$ cat src/rtl/zeroskip_tile_sched.sv
// zeroskip_tile_sched
// Tile-level scheduler in front of zeroskip_pipe_wrapper_MAC256. It accepts a
// command (tile count, sparsity mode), gates the activation and ZNZ-mask
// streams into the wrapper on tile boundaries, bounds tiles in flight with a
// credit check, and counts encoded-output beats to report completion.
// Ports:
//   clk, a_rst_n                    clock, async active-low reset
//   cmd_vld_i/cmd_rdy_o             command handshake (ready only in IDLE)
//   cmd_tiles_i, cmd_mode_i         tile count (0 legal), group_nz_sel
//   s_act_* / m_act_*               activation stream, upstream -> wrapper
//   s_znz_* / m_znz_*               ZNZ mask stream, upstream -> wrapper
//   mon_enc_vld_i, mon_enc_rdy_i    wrapper output handshake taps
//   enable_o, group_nz_sel_o        wrapper controls
//   busy_o, done_o, err_o           status
//   tiles_done_o                    tiles completed in current/last command
module zeroskip_tile_sched #(
  parameter int ACT_DATA_W      = 256,
  parameter int ZNZ_DATA_W      = 512,
  parameter int ACT_BEATS       = 16,
  parameter int ZNZ_BEATS       = 1,
  parameter int ENC_BEATS       = 1,
  parameter int MAX_OUTSTANDING = 4
) (
  input  logic                  clk,
  input  logic                  a_rst_n,
  input  logic                  cmd_vld_i,
  output logic                  cmd_rdy_o,
  input  logic [15:0]           cmd_tiles_i,
  input  logic                  cmd_mode_i,
  input  logic [ACT_DATA_W-1:0] s_act_data_i,
  input  logic                  s_act_vld_i,
  output logic                  s_act_rdy_o,
  output logic [ACT_DATA_W-1:0] m_act_data_o,
  output logic                  m_act_vld_o,
  input  logic                  m_act_rdy_i,
  input  logic [ZNZ_DATA_W-1:0] s_znz_data_i,
  input  logic                  s_znz_vld_i,
  output logic                  s_znz_rdy_o,
  output logic [ZNZ_DATA_W-1:0] m_znz_data_o,
  output logic                  m_znz_vld_o,
  input  logic                  m_znz_rdy_i,
  input  logic                  mon_enc_vld_i,
  input  logic                  mon_enc_rdy_i,
  output logic                  enable_o,
  output logic                  group_nz_sel_o,
  output logic                  busy_o,
  output logic                  done_o,
  output logic                  err_o,
  output logic [15:0]           tiles_done_o
);

  localparam int AB_W = (ACT_BEATS > 1) ? $clog2(ACT_BEATS) : 1;
  localparam int ZB_W = (ZNZ_BEATS > 1) ? $clog2(ZNZ_BEATS) : 1;
  localparam int EB_W = (ENC_BEATS > 1) ? $clog2(ENC_BEATS) : 1;

  typedef enum logic [1:0] {S_IDLE, S_RUN, S_DRAIN, S_DONE} state_t;

  state_t          state;
  logic [15:0]     tiles;
  logic [15:0]     act_tile;
  logic [15:0]     znz_tile;
  logic [15:0]     tiles_done;
  logic [AB_W-1:0] act_beat;
  logic [ZB_W-1:0] znz_beat;
  logic [EB_W-1:0] enc_beat;
  logic            mode;
  logic            err;

  logic            active;
  logic            act_en;
  logic            znz_en;
  logic            act_hs;
  logic            znz_hs;
  logic            enc_hs;
  logic            act_last;
  logic            znz_last;
  logic            enc_last;
  logic [15:0]     act_inflight;
  logic [15:0]     znz_inflight;
  logic [15:0]     max_tile;
  logic            tile_out;
  logic            out_err;
  logic [15:0]     tiles_done_nxt;

  always_comb begin
    active       = (state == S_RUN) || (state == S_DRAIN);
    act_inflight = act_tile - tiles_done;
    znz_inflight = znz_tile - tiles_done;
    // Credit check only gates the first beat of a tile; a started tile runs to completion.
    act_en = (state == S_RUN) && (act_tile < tiles) &&
             ((act_beat != '0) || (act_inflight < 16'(MAX_OUTSTANDING)));
    znz_en = (state == S_RUN) && (znz_tile < tiles) &&
             ((znz_beat != '0) || (znz_inflight < 16'(MAX_OUTSTANDING)));
    act_hs   = s_act_vld_i && m_act_rdy_i && act_en;
    znz_hs   = s_znz_vld_i && m_znz_rdy_i && znz_en;
    enc_hs   = mon_enc_vld_i && mon_enc_rdy_i;
    act_last = (act_beat == AB_W'(ACT_BEATS - 1));
    znz_last = (znz_beat == ZB_W'(ZNZ_BEATS - 1));
    enc_last = (enc_beat == EB_W'(ENC_BEATS - 1));
    max_tile = (act_tile > znz_tile) ? act_tile : znz_tile;
    // An output tile may never outrun the tiles actually fed to the wrapper.
    tile_out = enc_hs && active && enc_last && (tiles_done < max_tile);
    out_err  = enc_hs && (!active || (enc_last && (tiles_done >= max_tile)));
    tiles_done_nxt = tiles_done + 16'(tile_out);
  end

  assign m_act_data_o   = s_act_data_i;
  assign m_znz_data_o   = s_znz_data_i;
  assign m_act_vld_o    = s_act_vld_i && act_en;
  assign s_act_rdy_o    = m_act_rdy_i && act_en;
  assign m_znz_vld_o    = s_znz_vld_i && znz_en;
  assign s_znz_rdy_o    = m_znz_rdy_i && znz_en;
  assign cmd_rdy_o      = (state == S_IDLE);
  assign busy_o         = (state != S_IDLE);
  assign enable_o       = active;
  assign done_o         = (state == S_DONE);
  assign group_nz_sel_o = mode;
  assign err_o          = err;
  assign tiles_done_o   = tiles_done;

  always_ff @(posedge clk or negedge a_rst_n) begin
    if (!a_rst_n) begin
      state      <= S_IDLE;
      tiles      <= '0;
      act_tile   <= '0;
      znz_tile   <= '0;
      tiles_done <= '0;
      act_beat   <= '0;
      znz_beat   <= '0;
      enc_beat   <= '0;
      mode       <= 1'b0;
      err        <= 1'b0;
    end else begin
      case (state)
        S_IDLE: begin
          if (cmd_vld_i) begin
            tiles      <= cmd_tiles_i;
            mode       <= cmd_mode_i;
            act_tile   <= '0;
            znz_tile   <= '0;
            tiles_done <= '0;
            act_beat   <= '0;
            znz_beat   <= '0;
            enc_beat   <= '0;
            err        <= 1'b0;
            state      <= (cmd_tiles_i == '0) ? S_DONE : S_RUN;
          end
        end
        S_RUN: begin
          if ((act_tile == tiles) && (znz_tile == tiles)) state <= S_DRAIN;
        end
        S_DRAIN: begin
          // Uses the post-edge count so the final output beat moves to DONE on its own edge.
          if (tiles_done_nxt == tiles) state <= S_DONE;
        end
        default: state <= S_IDLE;
      endcase

      if (act_hs) begin
        act_beat <= act_last ? '0 : act_beat + AB_W'(1);
        if (act_last) act_tile <= act_tile + 16'd1;
      end
      if (znz_hs) begin
        znz_beat <= znz_last ? '0 : znz_beat + ZB_W'(1);
        if (znz_last) znz_tile <= znz_tile + 16'd1;
      end
      if (enc_hs && active) begin
        enc_beat <= enc_last ? '0 : enc_beat + EB_W'(1);
      end
      if (tile_out) tiles_done <= tiles_done_nxt;
      if (out_err) err <= 1'b1;
    end
  end

endmodule

$ cat config.mk
export PLATFORM = sky130hd
export DESIGN_NAME = zeroskip_tile_sched
export DESIGN_NICKNAME = d
export VERILOG_FILES = /design/src/rtl/zeroskip_tile_sched.sv
export SDC_FILE = /design/constraint.sdc
export NUM_CORES = 1
export LEC_CHECK = 0
export CAP_MARGIN = 20
export CORE_AREA = 8 8 607 609
export CTS_BUF_LIST = sky130_fd_sc_hd__clkbuf_8
export DETAILED_ROUTE_END_ITERATION = 8
export DIE_AREA = 0 0 615 617
export PLACE_DENSITY = 0.3
export SLEW_MARGIN = 10
export SYNTH_ARGS = -nofsm -noshare
export SYNTH_HDL_FRONTEND = slang
export SYNTH_SLANG_ARGS = --single-unit
$ cat constraint.sdc
create_clock -name clk -period 7.5 [get_ports clk]
set_input_delay 0.75 -clock clk [delete_from_list [all_inputs] [get_ports clk]]
set_output_delay 0.75 -clock clk [all_outputs]
set_load 0.05 [all_outputs]
==> results.ini <==
[run_status]
status = finished clean

[timing]
fin_worst_skew_ns = 0.0201
setup_viol = 0
max_slew_margin = 0.241
period_share = 0.910
maxSlewViolCount = 0
fin_setup_tns_ns = 0
max_clock_freq_mhz = 147
worst_pin_slew_ns = 1.13
finalHoldViolations = 0
rsz0062_at_grt = false
period_needed_ns = 6.82

[synth]
synth.avg_cell_area_um2 = 7.96
synth_warnings = 0
synth_cell_types = 65
ys_top_cells_by_count = 768 x buf_4, 104 x ha_1, 72 x dfrtp_1, 72 x inv_1, 72 x nand3_1
synth_area_leaders = buf_4 45%, dfrtp_1 14%, ha_1 10%
syn_area_um2 = 12900
ys_seq_area_frac = 0.139
synth_nets = 2523
synthArstFlopShare = 1.00
synth_ff_type = dfrtp_1
syn-instance-count = 1625
synth-edff-count = 0
yosys.area.top_type_share = 0.446
synth_area_leader_cell = buf_4
yosysMostFrequentCell = buf_4
ys_seq_elements = 72

[critical_path]
reg2reg_from = znz_tile[1]
arrival_ns = 7.14
critPathSlowestCell = or4_1
critPathLaunch = znz_tile[1]
crit_type = flop to flop
worst_setup_path_end_kind = flop
slowest_delay_ns = 0.57
crit_top_cell = ha_1
cp-start-kind = flop
cp_max_fo = 10
crit_required_ns = 7.82

[clocking]
ctsRootBufferMaster = clkbuf_8
cts_buffer_depth = 2
cts_setup_buffers = 0
cts_tree = built
worstSkewPairLatency_ns = 0.41
clkTransAtPathRegs_ns = 0.10
htreeDepth = 3
cts_buffers = 9
ctsHoldBuffers = 0
cts.sinks = 72

[grt]
grtUsageTotal = 0.0947
grt_overflow_total = 0
grt_pass1_vias = 8768
grt_pass1_wl_mm = 210
antenna_found_initial = 8
grt_max_degree = 73

[floorplan]
coreArea_um2 = 358000
rows = 220
die_h_um = 617
initial_core_util = 0.0361
dieArea_um2 = 379000
ios = 1588
dieWidth_um = 615

[layout]
fill_cells = 42400
post-route-util = 0.0395
drive_gt1_frac = 0.0869
area_delta_synth_final_pct = 9.43
num-nets-final = 1825

[placed_design]
finalWeightedCongestion = 0.782
hpwl_mm = 178
numPortBuffers = 51

[worst_hold_path]
hp-class = input pin to asynchronous set/reset pin

[pwr]
p_total_mw = 2.45
vdd_drop_max_mv = 0.0871
power.density_nw_per_um2 = 173
p_leak_nw = 4.00

[detailed_routing]
wl_mm = 189
routed_via_density = 1.51
drtIter0Drc = 459
drtPass1Iterations = 5
drc_errors = 0
postRouteAntennaNets = 0
wire_per_inst_um = 33.1
num_vias = 8645

[flow_run]
maxCapViolCount = 0

[state kept, by name, indices dropped and copies added, names as in the netlist]
name / flops
tiles_done_o: 16
err_o: 1
state: 2
act_tile: 16
znz_tile: 16
act_beat: 4
group_nz_sel_o: 1
tiles: 16
[metrics by stage]
| stage | hold slack, ns | instance area (um2) | cells | setup WS [ns] |
|---|---|---|---|---|
| floorplan | 0.454 | 12900 | 1625 | 1.13 |
| global placement | 0.481 | 13700 | 5682 | 0.265 |
| detailed placement | 0.486 | 13700 | 5682 | 0.292 |
| CTS | 0.509 | 14000 | 5698 | 0.241 |
| global route | 0.272 | 14100 | 5705 | 0.0719 |
| finish | 0.278 | 14100 | 5707 | 0.677 |
[metal layers]
layer,vias up,wire (um),track usage
met4,18,6360,0.0269
met3,187,65600,0.159
met2,1345,85600,0.152
met1,3790,31000,0.0425
li1,3305,-,-
met5,-,529,0.00984
[cell type report]
| cell class | instances | area [um2] | area share |
|---|---|---|---|
| antenna | 2 | 5.00 | 0.000354 |
| multi-input combinational | 688 | 5010 | 0.354 |
| clock inverter | 7 | 100 | 0.00707 |
| clock buffer | 9 | 124 | 0.00875 |
| sequential | 72 | 1800 | 0.127 |
| tap | 4773 | 5970 | 0.422 |
| timing repair buffer | 83 | 858 | 0.0607 |
| inverter | 73 | 278 | 0.0196 |
[power by group]
| group | internal (mW) | switching (mW) | total [mW] |
|---|---|---|---|
| Clock | 0.191 | 0.199 | 0.390 |
| Sequential | 0.459 | 0.114 | 0.573 |
| Combinational | 0.574 | 0.918 | 1.49 |
[cell usage in the layout (no fill, tap or decap), types with 7 or more instances in the layout]
cell	count
a21o_1	28
a21oi_1	53
and2_1	8
and3_1	13
buf_4	26
clkbuf_8	9
clkdlybuf4s50_1	50
dfrtp_1	71
ha_1	104
inv_1	72
mux2_2	18
mux2i_1	19
nand2_1	65
nand2b_1	16
nand3_1	72
nand4_1	18
nor2_1	22
nor2b_1	14
nor3_1	14
nor3b_1	7
nor4_1	17
o211ai_1	13
o21a_1	7
o21ai_0	44
or3_1	13
xnor2_1	30
xor2_1	11
[critical path, delay by kind of cell (launching register included)]
family          cells  cell delay [ns]
compound gates     11             1.86
fa+ha+maj           4             1.03
simple gates       10             2.33
buf+inv             3             0.51
mux                 2             0.37
flops               1             0.46
xor+xnor            1             0.14
[kinds of logic after synthesis]
| logic type | after synthesis | share of synthesized area |
|---|---|---|
| AOI/OAI and AO/OA | 202 | 0.102 |
| xor gates and xnor gates | 41 | 0.0278 |
| adders and majority gates | 104 | 0.101 |
| buffers and inverters | 865 | 0.475 |
| DFF | 72 | 0.139 |
| muxes | 38 | 0.0313 |
| and+or+nand+nor | 303 | 0.125 |
[path summary, 6_finish.rpt]
| check | end | slack [ns] | cells past startpoint |
|---|---|---|---|
| max | state[1] | 0.68 | 31 |
| min | err_o | 0.28 | 1 |
| max reg2reg | state[1] | 0.68 | 31 |
| min reg2reg | err_o | 0.52 | 2 |
| max in group asynchronous | state[1] | 6.62 | 2 |
| min in group clk | err_o | 0.52 | 2 |
[timing repair]
| item | 4_1_cts | 5_1_grt |
|---|---|---|
| endpoints found under the setup margin | 0 | 2 |
| resized for setup | 0 | 5 |
| hold endpoints to repair | 0 | 0 |
Note: power is estimated with default switching activity, not from simulation.
==> patch 1 (same flow settings) <==
The parameter `ZNZ_DATA_W` goes from 512 to 256.
--- a/src/rtl/zeroskip_tile_sched.sv
+++ b/src/rtl/zeroskip_tile_sched.sv
@@ -15,7 +15,7 @@
 //   tiles_done_o                    tiles completed in current/last command
 module zeroskip_tile_sched #(
   parameter int ACT_DATA_W      = 256,
-  parameter int ZNZ_DATA_W      = 512,
+  parameter int ZNZ_DATA_W      = 256,
   parameter int ACT_BEATS       = 16,
   parameter int ZNZ_BEATS       = 1,
   parameter int ENC_BEATS       = 1,
Interface: changed (resized m_znz_data_o and s_znz_data_i); port bits go from 1588 to 1076. The function was not compared with the original's and may differ.
==> patch 1 against the unedited design <==
- routed wire length decreased by 60%
- sequential power rose by 1%
- cell area is 1.4% lower
- worst setup slack gained 0.020 ns
- clock skew shrank 0.0042 ns
- synthesized area fell by 15%
- non-clock buffer count down 12
- total power is 1.2% lower
- sequential cell count unchanged
- critical endpoint unchanged
- largest cell class unchanged
==> patch 1: results (changes against the unedited design) <==
- The net count reported at finish is 1,557 (-15%).
- The met3 wirelength from detailed routing is 17,300 um (-74%).
- The all-layer global routing usage is 3.82% (-5.6 points).
- The post-detailed-placement half-perimeter wirelength is 68,200 um (-62%).
- The via count of the first global-routing pass is 7,917 (-9.7%).
- The amount of wire on met2 after detailed routing is 36,400 um (-58%).
- The number of DRC markers after the initial detailed-route iteration is 373 (-19%).
- The final hold slack is 0.260 ns (-0.0184 ns).
- The post-route fraction of the period consumed by the critical path is 90.7% (-0.27 points).
- The weighted congestion at the end of routability-driven global placement is 0.729 (-6.8%).
- The via density per instance is 1.33 (-12%).
- The global-route wire length before repair was 93,400 um (-56%).
- The static leakage is 3.90 nW (-2.5%).
- The share of synthesized area occupied by flip-flops and latches is 16.4% (+2.4 points).
- The start of the worst register-to-register path is znz_tile[2].
- The number of fill cells in the layout was 42.4k (+0.028%).
- The overall power is 0.00242 W (-1.2%).
- The met3 usage in global routing is 4.14% (-12 points).
- After synthesis, the most frequently instantiated cells are 512 x buf_4, 104 x ha_1, 72 x dfrtp_1, 72 x inv_1, 72 x nand3_1.
- In this run the clock root is driven by a clkbuf_8.
- The flow ran to the end, and the final reports show no timing, DRC or antenna violations.
- The cell count after placement is 5,677 (-0.088%).
- The post-placement setup slack came to 0.453 ns (+0.161 ns).
- The met1 usage came to 2.65% (-1.6 points).
- The power drawn by the sequential cells is 0.000581 W (+1%).
- The setup slack on the worst flop-to-flop path came to 0.70 ns (+0.02 ns).
- The global-route met2 utilization is 6.52% (-8.7 points).
- The post-route clock skew was 0.0159 ns (-0.00416 ns).
- The area growth from synthesis to layout is 26.7%.
- The initial antenna violation count came to 7 (-1).
- The highest cell delay on the worst timing path is 0.55 ns (-0.02 ns).
- The max-slew headroom at the worst pin is 29.0% (+4.9 points).
- The fraction of layout cells with a size suffix above 1 came to 7.39% (-1.3 points).
- Yosys attributes the largest share of cell area to buf_4 35%, dfrtp_1 16%, ha_1 12%, nand3_1 3.3%, a21oi_1 2.5%.
- The count of warnings emitted by yosys is 0 (unchanged).
- The part of the power in combinational logic is 60.1% (-0.7 points).
- The total vias in the final route is 7,563 (-13%).
- The async set-or-reset flop fraction in the synthesized netlist is 100% (unchanged).
- The net count after synthesis is 2,011 (-20%).
- The post-CTS setup-driven buffer insertion count is 0 (unchanged).
- The synthesized area divided by synthesized cell count is 8.04 um2 (+1.1%).
- The pin count of the biggest net entering global routing is 44 (-40%).
- The net switching power figure is 0.00121 W (-1.6%).
- The average wire per cell in the routed design is 13.3 um (-60%).
- The met1 layer wirelength in the final routing was 18,700 um (-40%).
- The largest vdd supply drop was 0.0892 mV (+2.4%).
-- patch 1: cell count changes after synthesis --
cell   delta
buf_4   -256
-- patch 1: cell families (layout without fill, tap and decap cells) --
| group | Yosys count | count (layout) | synth area share [%] |
|---|---|---|---|
| XOR/XNOR | 41 | 41 | 3.26 |
| AND/OR/NAND/NOR | 303 | 303 | 14.6 |
| AO/OA/AOI/OAI | 202 | 202 | 11.9 |
| flip-flops | 72 | 72 | 16.4 |
| adder cells (fa/ha/maj) | 104 | 104 | 11.8 |
| other | 0 | 3 | 0 |
| multiplexers | 38 | 38 | 3.67 |
| buffers and inverters | 609 | 160 | 38.3 |
-- patch 1: area by class of cell --
| class | count | share of cell area (%) |
|---|---|---|
| antenna | 3 | 0.0538 |
| inverter | 73 | 1.96 |
| clock buffer | 9 | 0.888 |
| tap | 4773 | 42.8 |
| clock inverter | 7 | 0.727 |
| sequential | 72 | 12.9 |
| multi-input combinational | 688 | 35.9 |
| timing repair buffer | 71 | 4.72 |
==> patch 2 (same settings) <==
Made on the original files. Register the output `err_o` once more; this adds one clock of latency there. The other outputs are not delayed to match.
--- a/src/rtl/zeroskip_tile_sched.sv
+++ b/src/rtl/zeroskip_tile_sched.sv
@@ -115,7 +115,9 @@
   assign enable_o       = active;
   assign done_o         = (state == S_DONE);
   assign group_nz_sel_o = mode;
-  assign err_o          = err;
+  always_ff @(posedge clk) begin
+    err_o <= err;
+  end
   assign tiles_done_o   = tiles_done;
 
   always_ff @(posedge clk or negedge a_rst_n) begin
Function: not settled (the Yosys comparison gave no result); the edit may change what the design does.
==> patch 2 against the unedited design <==
- hold slack lost 0.0095 ns
- worst setup slack lost 0.17 ns
- count of clock-buffer cells in the layout grew 2
- largest cell class unchanged
- critical path depth is the same
- routed wire length grew 1.8%
- critical path type unchanged
- sequential cell count grew 1
- via count grew 1.3%
- total power grew 1.5%
- synthesized area grew 0.15%
- non-clock buffer count shrank 6
- synthesized cell count is essentially flat
- cell area shrank 0.88%
==> patch 2: results (changes against the unedited design) <==
- The flow ran to the end, and the final reports show no timing, DRC or antenna violations.
- The total vias in the final route is 8,756 (+1.3%).
- The synthesized area divided by synthesized cell count is 7.96 um2 (about the same).
- The static leakage is 3.96 nW (-1.1%).
- The clock-pin slew of the registers on the worst-case setup and hold paths is 0.08 ns (-0.02 ns).
- The met3 wirelength from detailed routing is 69,400 um (+5.7%).
- The amount of wire on met2 after detailed routing was 87,000 um (+1.6%).
- The xor and xnor fraction of the mapped netlist area is 2.77% (-0.0043 points).
- The pin count of the biggest net entering global routing was 43 (-41%).
- The via count of the first global-routing pass is 8,620 (-1.7%).
- The post-place instance area is 13,800 um2 (+0.15%).
- The met1 layer wirelength in the final routing is 28,600 um (-7.6%).
- The cell count after placement is 5,683 (+0.018%).
- The post-detailed-placement half-perimeter wirelength is 182,000 um (+2.2%).
- The async set-or-reset flop fraction in the synthesized netlist is 98.6% (-1.4 points).
- The all-layer global routing usage is 9.64% (+0.17 points).
- The net count after synthesis is 2,524 (+0.040%).
- The post-placement setup slack is 0.379 ns (+0.0872 ns).
- The final hold slack is 0.269 ns (-0.00955 ns).
- The largest vdd supply drop is 0.139 mV (+60%).
- The post-synthesis adder-cell area fraction came to 10.0% (-0.016 points).
- The power share of the sequential group is 23.8% (+0.5 points).
- The startpoint identified for the worst register-to-register timing path is znz_tile[3].
- The max-slew headroom at the worst pin came to 24.0% (-0.096 points).
- The global-route wire length before repair was 213,000 um (+1.3%).
- The portion of netlist area occupied by mux cells came to 3.12% (-0.0048 points).
- The via density per instance was 1.54 (+1.4%).
- The clock insertion delay at the later pin of the skew report came to 0.43 ns (+0.02 ns).
- The fraction of layout cells with a size suffix above 1 is 7.77% (-0.92 points).
- The data arrival time of the critical path was 7.33 ns (+0.19 ns).
- The initial antenna violation count was 10 (+2).
- The weighted congestion at the end of routability-driven global placement was 0.776 (-0.75%).
- The compound-cell area share of the yosys netlist is 10.1% (-0.016 points).
- The post-route clock skew is 0.0266 ns (+0.00654 ns).
- The internal power came to 0.00125 W (+1.9%).
- The number of distinct library cell variants in the gate-level netlist after synthesis is 66 (+1.5%).
patch 2: changes by cell type in the layout (fill, tap and decap cells not counted), moves of 2 or more:
cell,delta
inv_6,-3
clkbuf_8,+2
buf_16,-3
inv_1,+2
buf_12,-3
patch 2: kinds of logic (layout without fill, tap and decap cells):
group	count (synthesis)	in the layout
AOI/OAI and AO/OA	202	202
xor gates and xnor gates	41	41
adders and majority gates	104	104
buffers and inverters	865	166
DFF	73	73
muxes	38	38
other	0	3
and+or+nand+nor	303	303
patch 2: final cells by class:
cell class                      count  area (um2)
Sequential cell                    73        1820
Multi-Input combinational cell    688        5010
Clock inverter                      5        72.6
Tap cell                         4773        5970
Fill cell                       42469      344000
Timing Repair Buffer               77         716
Antenna cell                        3        7.51
Inverter                           73         274
Clock buffer                       11         151
patch 2: final timing paths:
kind,cells past startpoint,end
setup / recovery,31,state[1]
hold / removal,1,tiles[11]
setup reg to reg,31,state[1]
hold reg to reg,0,err_o
max in group asynchronous,2,tiles[10]
min in group clk,0,err_o
